--- config.mk ---
export PLATFORM = sky130hd
export DESIGN_NAME = bp_dout_accum
export DESIGN_NICKNAME = d
export VERILOG_FILES = /design/src/rtl/bp_dout_accum_pkg.sv /design/src/rtl/bp_dout_accum_sat_add.sv /design/src/rtl/bp_dout_accum.sv
export SDC_FILE = /design/constraint.sdc
export NUM_CORES = 1
export LEC_CHECK = 0
export BUFFER_PORTS_ARGS = -buffer_cell sky130_fd_sc_hd__clkbuf_2
export CAP_MARGIN = 10
export CELL_PAD_IN_SITES_DETAIL_PLACEMENT = 0
export CELL_PAD_IN_SITES_GLOBAL_PLACEMENT = 1
export CORE_MARGIN = 3
export CORE_UTILIZATION = 45
export DETAILED_ROUTE_END_ITERATION = 8
export GPL_ROUTABILITY_DRIVEN = 0
export GPL_TIMING_DRIVEN = 0
export PLACE_DENSITY = 0.83
export SYNTH_ARGS = -nofsm -noshare
export SYNTH_HDL_FRONTEND = slang
export SYNTH_SLANG_ARGS = --single-unit
--- constraint.sdc ---
create_clock -name clk -period 5.3 [get_ports clk]
set_input_delay 0.53 -clock clk [delete_from_list [all_inputs] [get_ports clk]]
set_output_delay 0.53 -clock clk [all_outputs]
set_load 0.02 [all_outputs]
--- src/rtl/bp_dout_accum_pkg.sv ---
// Shared definitions for the LSTM backprop dout path: default sizes, FSM encoding and
// the overflow helper used by the saturating adder.
package bp_dout_accum_pkg;

  localparam int unsigned DEF_ADDR_WIDTH = 12;
  localparam int unsigned DEF_DATA_WIDTH = 16;
  localparam int unsigned DEF_NUM_CELL   = 8;
  localparam int unsigned DEF_NUM_TERM   = 4;

  typedef enum logic [1:0] {
    StIdle,
    StAccum,
    StDrain,
    StDone
  } state_e;

  // Signed overflow of a one-bit-widened sum: guard and sign bits disagree.
  function automatic logic sat_ovf(input logic guard, input logic sign);
    return guard ^ sign;
  endfunction

endpackage

--- src/rtl/bp_dout_accum_sat_add.sv ---
// Combinational signed saturating adder; clamps to the DATA_WIDTH range and flags the clamp.
module sat_add_signed
  import bp_dout_accum_pkg::*;
#(
  parameter int unsigned DATA_WIDTH = DEF_DATA_WIDTH
) (
  input  logic signed [DATA_WIDTH-1:0] a,
  input  logic signed [DATA_WIDTH-1:0] b,
  output logic signed [DATA_WIDTH-1:0] sum,
  output logic                         ovf
);

  localparam logic [DATA_WIDTH-1:0] MaxVal = {1'b0, {(DATA_WIDTH-1){1'b1}}};
  localparam logic [DATA_WIDTH-1:0] MinVal = {1'b1, {(DATA_WIDTH-1){1'b0}}};

  logic [DATA_WIDTH:0] wide;

  always_comb begin
    wide = {a[DATA_WIDTH-1], a} + {b[DATA_WIDTH-1], b};
    ovf  = sat_ovf(wide[DATA_WIDTH], wide[DATA_WIDTH-1]);
    sum  = ovf ? (wide[DATA_WIDTH] ? MinVal : MaxVal) : wide[DATA_WIDTH-1:0];
  end

endmodule

--- src/rtl/bp_dout_accum.sv ---
// Per-timestep dout accumulation buffer: counts NUM_CELL*NUM_TERM contributions and sums
// them with saturation into a per-cell register file with a registered read port.
module bp_dout_accum
  import bp_dout_accum_pkg::*;
#(
  parameter int unsigned ADDR_WIDTH = DEF_ADDR_WIDTH,
  parameter int unsigned NUM_CELL   = DEF_NUM_CELL,
  parameter int unsigned NUM_TERM   = DEF_NUM_TERM,
  parameter int unsigned DATA_WIDTH = DEF_DATA_WIDTH
) (
  input  logic                  clk,
  input  logic                  rst,
  input  logic                  i_clr,
  input  logic                  i_valid,
  output logic                  o_ready,
  input  logic [ADDR_WIDTH-1:0] i_addr,
  input  logic [DATA_WIDTH-1:0] i_data,
  input  logic [ADDR_WIDTH-1:0] i_rd_addr,
  output logic [DATA_WIDTH-1:0] o_rd_data,
  output logic                  o_done,
  output logic                  o_err
);

  localparam int unsigned Total = NUM_CELL * NUM_TERM;
  localparam int unsigned CntW  = $clog2(Total + 1);
  localparam int unsigned IdxW  = (NUM_CELL > 1) ? $clog2(NUM_CELL) : 1;

  state_e state_q, state_d;

  logic [CntW-1:0]       cnt_q;
  logic                  s1_valid_q;
  logic [ADDR_WIDTH-1:0] s1_addr_q;
  logic [DATA_WIDTH-1:0] s1_data_q;
  logic [DATA_WIDTH-1:0] mem_q [NUM_CELL];
  logic [DATA_WIDTH-1:0] rd_data_q;
  logic                  err_q;

  logic                  accept;
  logic                  s1_in_range, rd_in_range;
  logic [IdxW-1:0]       s1_idx, rd_idx;
  logic [DATA_WIDTH-1:0] sum;
  logic                  ovf;

  assign accept      = o_ready && i_valid && !i_clr;
  assign s1_in_range = s1_addr_q < ADDR_WIDTH'(NUM_CELL);
  assign rd_in_range = i_rd_addr < ADDR_WIDTH'(NUM_CELL);
  assign s1_idx      = s1_addr_q[IdxW-1:0];
  assign rd_idx      = i_rd_addr[IdxW-1:0];

  sat_add_signed #(
    .DATA_WIDTH(DATA_WIDTH)
  ) u_sat_add (
    .a  (mem_q[s1_idx]),
    .b  (s1_data_q),
    .sum(sum),
    .ovf(ovf)
  );

  always_ff @(posedge clk or posedge rst) begin
    if (rst) state_q <= StIdle;
    else     state_q <= state_d;
  end

  always_comb begin
    state_d = state_q;
    if (i_clr) begin
      state_d = StAccum;
    end else begin
      unique case (state_q)
        StIdle:  state_d = StIdle;
        StAccum: if (accept && cnt_q == CntW'(Total - 1)) state_d = StDrain;
        StDrain: state_d = StDone;
        StDone:  state_d = StDone;
        default: state_d = StIdle;
      endcase
    end
  end

  always_comb begin
    o_ready = (state_q == StAccum);
    o_done  = (state_q == StDone);
  end

  // s1 retires the beat accepted last cycle, so a back-to-back beat to the same cell
  // always reads the entry already updated by its predecessor.
  always_ff @(posedge clk or posedge rst) begin
    if (rst) begin
      cnt_q      <= '0;
      s1_valid_q <= 1'b0;
      s1_addr_q  <= '0;
      s1_data_q  <= '0;
      err_q      <= 1'b0;
      rd_data_q  <= '0;
      for (int i = 0; i < NUM_CELL; i++) mem_q[i] <= '0;
    end else begin
      rd_data_q <= rd_in_range ? mem_q[rd_idx] : '0;
      if (i_clr) begin
        cnt_q      <= '0;
        s1_valid_q <= 1'b0;
        err_q      <= 1'b0;
        for (int i = 0; i < NUM_CELL; i++) mem_q[i] <= '0;
      end else begin
        s1_valid_q <= accept;
        if (accept) begin
          cnt_q     <= cnt_q + CntW'(1);
          s1_addr_q <= i_addr;
          s1_data_q <= i_data;
        end
        if (s1_valid_q) begin
          if (s1_in_range) begin
            mem_q[s1_idx] <= sum;
            if (ovf) err_q <= 1'b1;
          end else begin
            err_q <= 1'b1;
          end
        end
      end
    end
  end

  assign o_rd_data = rd_data_q;
  assign o_err     = err_q;

endmodule
* Word level (Yosys, flattened, before mapping)
Index checks and enable logic that the tools add are counted.
** Operators by class
- Add/sub/neg operators :: 2
- Magnitude comparators :: 5
- Equal/unequal tests :: 6
- Mux-type cells :: 25
- Bitwise operators :: 4
- Reduce and logical (&&, ||, !) cells :: 13
** Operator list (number)
- $mux 128 :: 3
- $bwmux 128 :: 1
- $mux 16 :: 8
- $bmux 16 s3 :: 2
- $demux 16 s3 :: 1
- $lt 12x4->1 const B :: 2
- $add 16x16->17 :: 1
- $mux 6 :: 2
- $ge 4x4->1 const B :: 2
- $not 3->4 :: 2
- $add 6x1->6 const B :: 1
- $eq 6x5->1 const B :: 1
- $ne 3x2->1 const B :: 2
- $pmux 2 s3 :: 1
- $reduce_and 2->1 :: 3
- $reduce_bool 2->1 :: 3
- $mux 1 :: 5
- $eq 2x2->1 const B :: 2
- $logic_and 1x1->1 :: 4
- $lt 4x1->1 const B :: 1
- $mux 2 :: 2
- $eq 2x1->1 const B :: 1
- $logic_not 2->1 :: 1
- $reduce_or 2->1 :: 1
- 3 further kinds :: 3
** Storage, ports and cells
- Bits in registers :: 182
- Output and inout port bits :: 19
- Logic and storage cells :: 70

* Logic depth before layout (Yosys ltp)
- Word-level depth :: 11
- Gate-level depth with buffers :: 17
- Depth with buffers taken out :: 13

* By module
Synthesis repeated with hierarchy kept, for this count alone.
** Unflattened totals
- Cells, all modules :: 979
- Area total of the unflattened synthesis :: 10571.4 µm²
** By module, submodules not included
- bp_dout_accum :: instances 1, cells an instance 840, area each 9552.9 µm²
- sat_add_signed :: instances 1, cells an instance 139, area each 1018.5 µm²

* Worst setup path before layout
OpenSTA, ideal clock, no wires.
- Path kind :: reg-to-reg
- From :: register s1_addr_q[0]
- To :: register mem_q[100] (netlist bit)
- Data arrival time :: 3743 ps
- Slack :: 1431 ps
- Cell stages (with the launch flop) :: 15
- Buffers on the path :: 3
- Cells stage by stage :: dfrtp_1 buf_2 nor3b_1 clkbuf_1 a22oi_1 nand4_1 ha_1 a21o_1 a31o_1 a221oi_4 o21ai_4 a32oi_4 nor2_2 buf_2 a221o_1
** Between the ends
- Cells in the longest elaborated chain, start to end :: 11
- Elaborated cells between the ends (all ways) :: 20
- Those cells by class :: add/sub (1); order compare (3); mux (11); bitwise (2); reduce/logical (3)
** Ends and longest elaborated chain
- start: declaration :: RTL line bp_dout_accum.sv:32 : logic [ADDR_WIDTH-1:0] s1_addr_q;
- start signal: assignment :: RTL line bp_dout_accum.sv:106 : s1_addr_q <= i_addr;
- $not 3->4 (implied by the code) :: RTL line bp_dout_accum.sv:53, bp_dout_accum.sv:111
- $bmux 16 s3 :: RTL line bp_dout_accum.sv:53 : .a (mem_q[s1_idx]),
- $mux 16 (implied by the code) (2 in series) :: RTL line bp_dout_accum.sv:53
- $add 16x16->17 :: RTL line bp_dout_accum_sat_add.sv:19 : wide = {a[DATA_WIDTH-1], a} + {b[DATA_WIDTH-1], b};
- $mux 16 / $xor 1x1->1 (equally long branches) :: RTL line bp_dout_accum_sat_add.sv:21, bp_dout_accum_pkg.sv:19
- $mux 16 :: RTL line bp_dout_accum_sat_add.sv:21 : sum = ovf ? (wide[DATA_WIDTH] ? MinVal : MaxVal) : wide[DATA_WIDTH-1:0];
- $bwmux 128 :: RTL line bp_dout_accum.sv:111 : mem_q[s1_idx] <= sum;
- $mux 128 :: RTL line bp_dout_accum.sv:110 : if (s1_in_range) begin
- $mux 128 :: RTL line bp_dout_accum.sv:109 : if (s1_valid_q) begin
- $mux 128 :: RTL line bp_dout_accum.sv:97 : if (i_clr) begin
- end signal: indexed assignment :: RTL line bp_dout_accum.sv:111
- end: declaration :: RTL line bp_dout_accum.sv:34 : logic [DATA_WIDTH-1:0] mem_q [NUM_CELL];
Several ways; a longest one is shown, not always the timed one. The select of a mux whose other input is x is not followed.
A chain may end at the register's enable or synchronous reset.

* Final worst setup path
- From :: register s1_addr_q[1]
- To :: register mem_q[59] (netlist bit)
The elaborated chain is that of the path after synthesis.

==> flow_metrics.py <==
metrics = {
    "clock_network": {
        "post_cts_resized": 0,
        "post-cts-setup-buffer-count": 0,
        "cts_max_level": 4,
        "cts_hold_buffers": 0,
        "clock-sinks": 182,
        "cts_buffer_depth": 2,
        "cts-root-buf": "clkbuf_16",
        "numCtsBuffers": 17,
        "clkTransAtPathRegs_ps": 80,
        "insertion_delay_ps": 440,
        "cts_tree": "yes",
    },
    "die": {
        "start_util": 0.461,
        "core-area_um2": 20300,
        "die_y_um": 150,
        "die_area_um2": 22500,
        "num_rows": 52,
        "die_w_um": 150,
        "ioPinCount": 63,
    },
    "logic_synthesis": {
        "synth_largest_area_cell": "dfrtp_1",
        "ys_seq_area_frac": 0.487,
        "syn_avg_cell_area_um2": 12.1,
        "synth_area_um2": 9350,
        "syn_nets": 835,
        "synthArstFlopShare": 1.00,
        "ys_ff_latch": 182,
        "ys_warn_count": 0,
        "synth_ff_type": "dfrtp_1",
        "syn_inst": 773,
        "synthTopCellsByArea": "dfrtp_1, a221o_1, mux4_2, a22oi_1, mux2_2",
        "yosysUniqueCellTypes": 59,
        "synth-edff-count": 0,
        "synth_top_area_share": 0.487,
    },
    "timing": {
        "report.final.slew_viol_count": 0,
        "min_period_ps": 5100,
        "fin_skew_ps": 10.7,
        "setup_tns_ps": 0,
        "period_share": 0.961,
        "hold_viol_final": 0,
        "worst-slew-pin-transition_ps": 1060,
        "fmax_mhz": 196,
        "relSlewSlack": 0.293,
        "setup_viol": 0,
        "holdWs_ps": 145,
        "rsz0062_at_grt": "no",
        "fin_ws_ps": 204,
    },
    "global_routing": {
        "grt_pass1_vias": 7713,
        "grt_antenna_before_repair": 0,
        "grtUsageTotal": 0.273,
        "grt_pass1_wl_um": 45500,
        "grt-ovfl-total": 0,
        "grt_max_degree": 42,
    },
    "drt": {
        "vias": 7703,
        "first_iter_violations": 928,
        "drc": 0,
        "viasPerCell": 6.75,
        "drt.antenna.violating_nets": 0,
        "first_pass_iters": 6,
        "totalWireLength_um": 30000,
        "wl_per_cell_um": 26.3,
    },
    "power_and_ir_drop": {
        "p_int_mw": 2.27,
        "power.total_mw": 3.30,
        "clkPwrFrac": 0.385,
        "cellLeakagePower_nw": 4.78,
        "vdd_drop_max_mv": 0.214,
        "swShare": 0.311,
        "powerDensity_nw_per_um2": 306,
        "pwr-share-seq": 0.446,
        "p_sw_mw": 1.02,
        "pwr-share-comb": 0.168,
    },
    "final_layout": {
        "nets": 921,
        "area_growth_syn_to_layout_pct": 15.1,
        "final_common_cell": "dfrtp_1",
        "diodes": 0,
        "mostFrequentLayoutCells": "dfrtp_1, a221o_1, a22oi_1",
        "n_fill_cell": 1772,
        "drive_above_1_share": 0.242,
    },
    "critical_path": {
        "worstPathArrival_ps": 5470,
        "critPathCaptureType": "register",
        "crit_path_top_delay_cell": "clkbuf_1",
        "cpMostUsedCell": "buf_4",
        "setup.worst_path.class": "register to register",
        "start_kind": "register",
        "crit_required_ps": 5670,
        "critPathMaxFanout": 10,
        "max_stage_delay_ps": 690,
        "cp_cell_sequence": "buf_2, nand2_1, nor2_2, clkbuf_1, a22oi_1, nand4_1, ha_1, a211oi_1, o21ai_1, a31oi_2, o21ai_4, a31o_2, buf_4, buf_4, nor3_1, a211o_1",
    },
    "worst_hold_path": {
        "worstHoldPathType": "input pin to async pin",
    },
    "flow_run": {
        "drv_cap": 0,
    },
    "placed_design": {
        "dp.final_hpwl_um": 21200,
        "pre_cts_ws_ps": 235,
        "io_buffer_count": 59,
    },
    "run_status": {
        "status": "complete, no violations",
    },
}
[synthesized netlist by cell type (9+ instances only)]
library cell,count
dfrtp_1,182
a221o_1,89
a22oi_1,70
nand2_1,42
nor2_1,37
mux4_2,32
clkbuf_1,30
mux2_2,28
a21oi_1,23
o21ai_0,23
buf_2,19
nand4_1,19
ha_1,17
mux2i_1,17
a22o_1,16
and2_1,12
xnor2_1,12
inv_1,9
[registers in the layout (all words and copies together), names as in the netlist]
name and count:
s1_addr_q 12, s1_data_q 16, o_rd_data 16, state_q 2, cnt_q 6, mem_q 128, o_err 1, s1_valid_q 1
[per-layer routing]
layer	wire, µm	GRT usage	vias up	part of all wire
li1	-	-	3274	-
met1	11900	0.360	3815	0.40
met5	0	0	-	0
met4	1140	0.111	0	0.038
met3	3430	0.0999	99	0.11
met2	13500	0.410	515	0.45
[worst max-delay path: cells and delay by family, from the launching register on]
family / cells / cell delay (ps)
AO/OA/AOI/OAI: 7 / 1690
adder cells (fa/ha/maj): 1 / 300
buffers and inverters: 4 / 1260
flip-flops: 1 / 320
AND/OR/NAND/NOR: 4 / 1430
[power by group through the flow]
| stage | registers, mW | logic (mW) | clock network, mW |
|---|---|---|---|
| finish | 1.47 | 0.555 | 1.27 |
| global route | 1.48 | 0.591 | 1.33 |
| CTS | 1.47 | 0.534 | 1.27 |
| detailed placement | 1.50 | 0.532 | 0 |
| global placement | 1.50 | 0.504 | 0 |
| floorplan | 1.49 | 0.330 | 0 |
[worst paths after layout]
| path | from | end | slack, ps | depth (start not counted) |
|---|---|---|---|---|
| max reg2reg | s1_addr_q[1] | mem_q[59] | 200 | 16 |
| min | rst | mem_q[64] | 140 | 3 |
| min in group clk | i_addr[5] | s1_addr_q[5] | 310 | 2 |
| min reg2reg | state_q[0] | state_q[1] | 500 | 1 |
| max | s1_addr_q[1] | mem_q[59] | 200 | 16 |
| max in group asynchronous | rst | s1_data_q[9] | 4310 | 6 |
[stage by stage]
step                      std cells   util  instance area (µm²)
after floorplan                 773      -                 9360
after global placement         1102  0.492                 9990
after detailed placement       1110  0.500                10200
after CTS                      1142  0.529                10700
after global routing           1142  0.530                10800
final                          1142  0.530                10800
[kinds of logic after synthesis]
kind of cell	Yosys count	synth area share
and+or+nand+nor	146	0.0772
DFF	182	0.487
AOI/OAI and AO/OA	265	0.234
xor gates and xnor gates	19	0.0178
muxes	77	0.129
buffers and inverters	65	0.0294
adders and majority gates	19	0.0261
[cell type report]
cell class              instances  area [µm²]  area share
multi-input cells             526        4560       0.424
inverters                       9        37.5     0.00349
repair buffers                 67         445      0.0414
clock buffers                  18         439      0.0408
well taps                     270         338      0.0314
flip-flops and latches        182        4550       0.423
plain buffers                  56         245      0.0228
clock inverters                14         143      0.0133
Power figures use the tool's default switching activity.
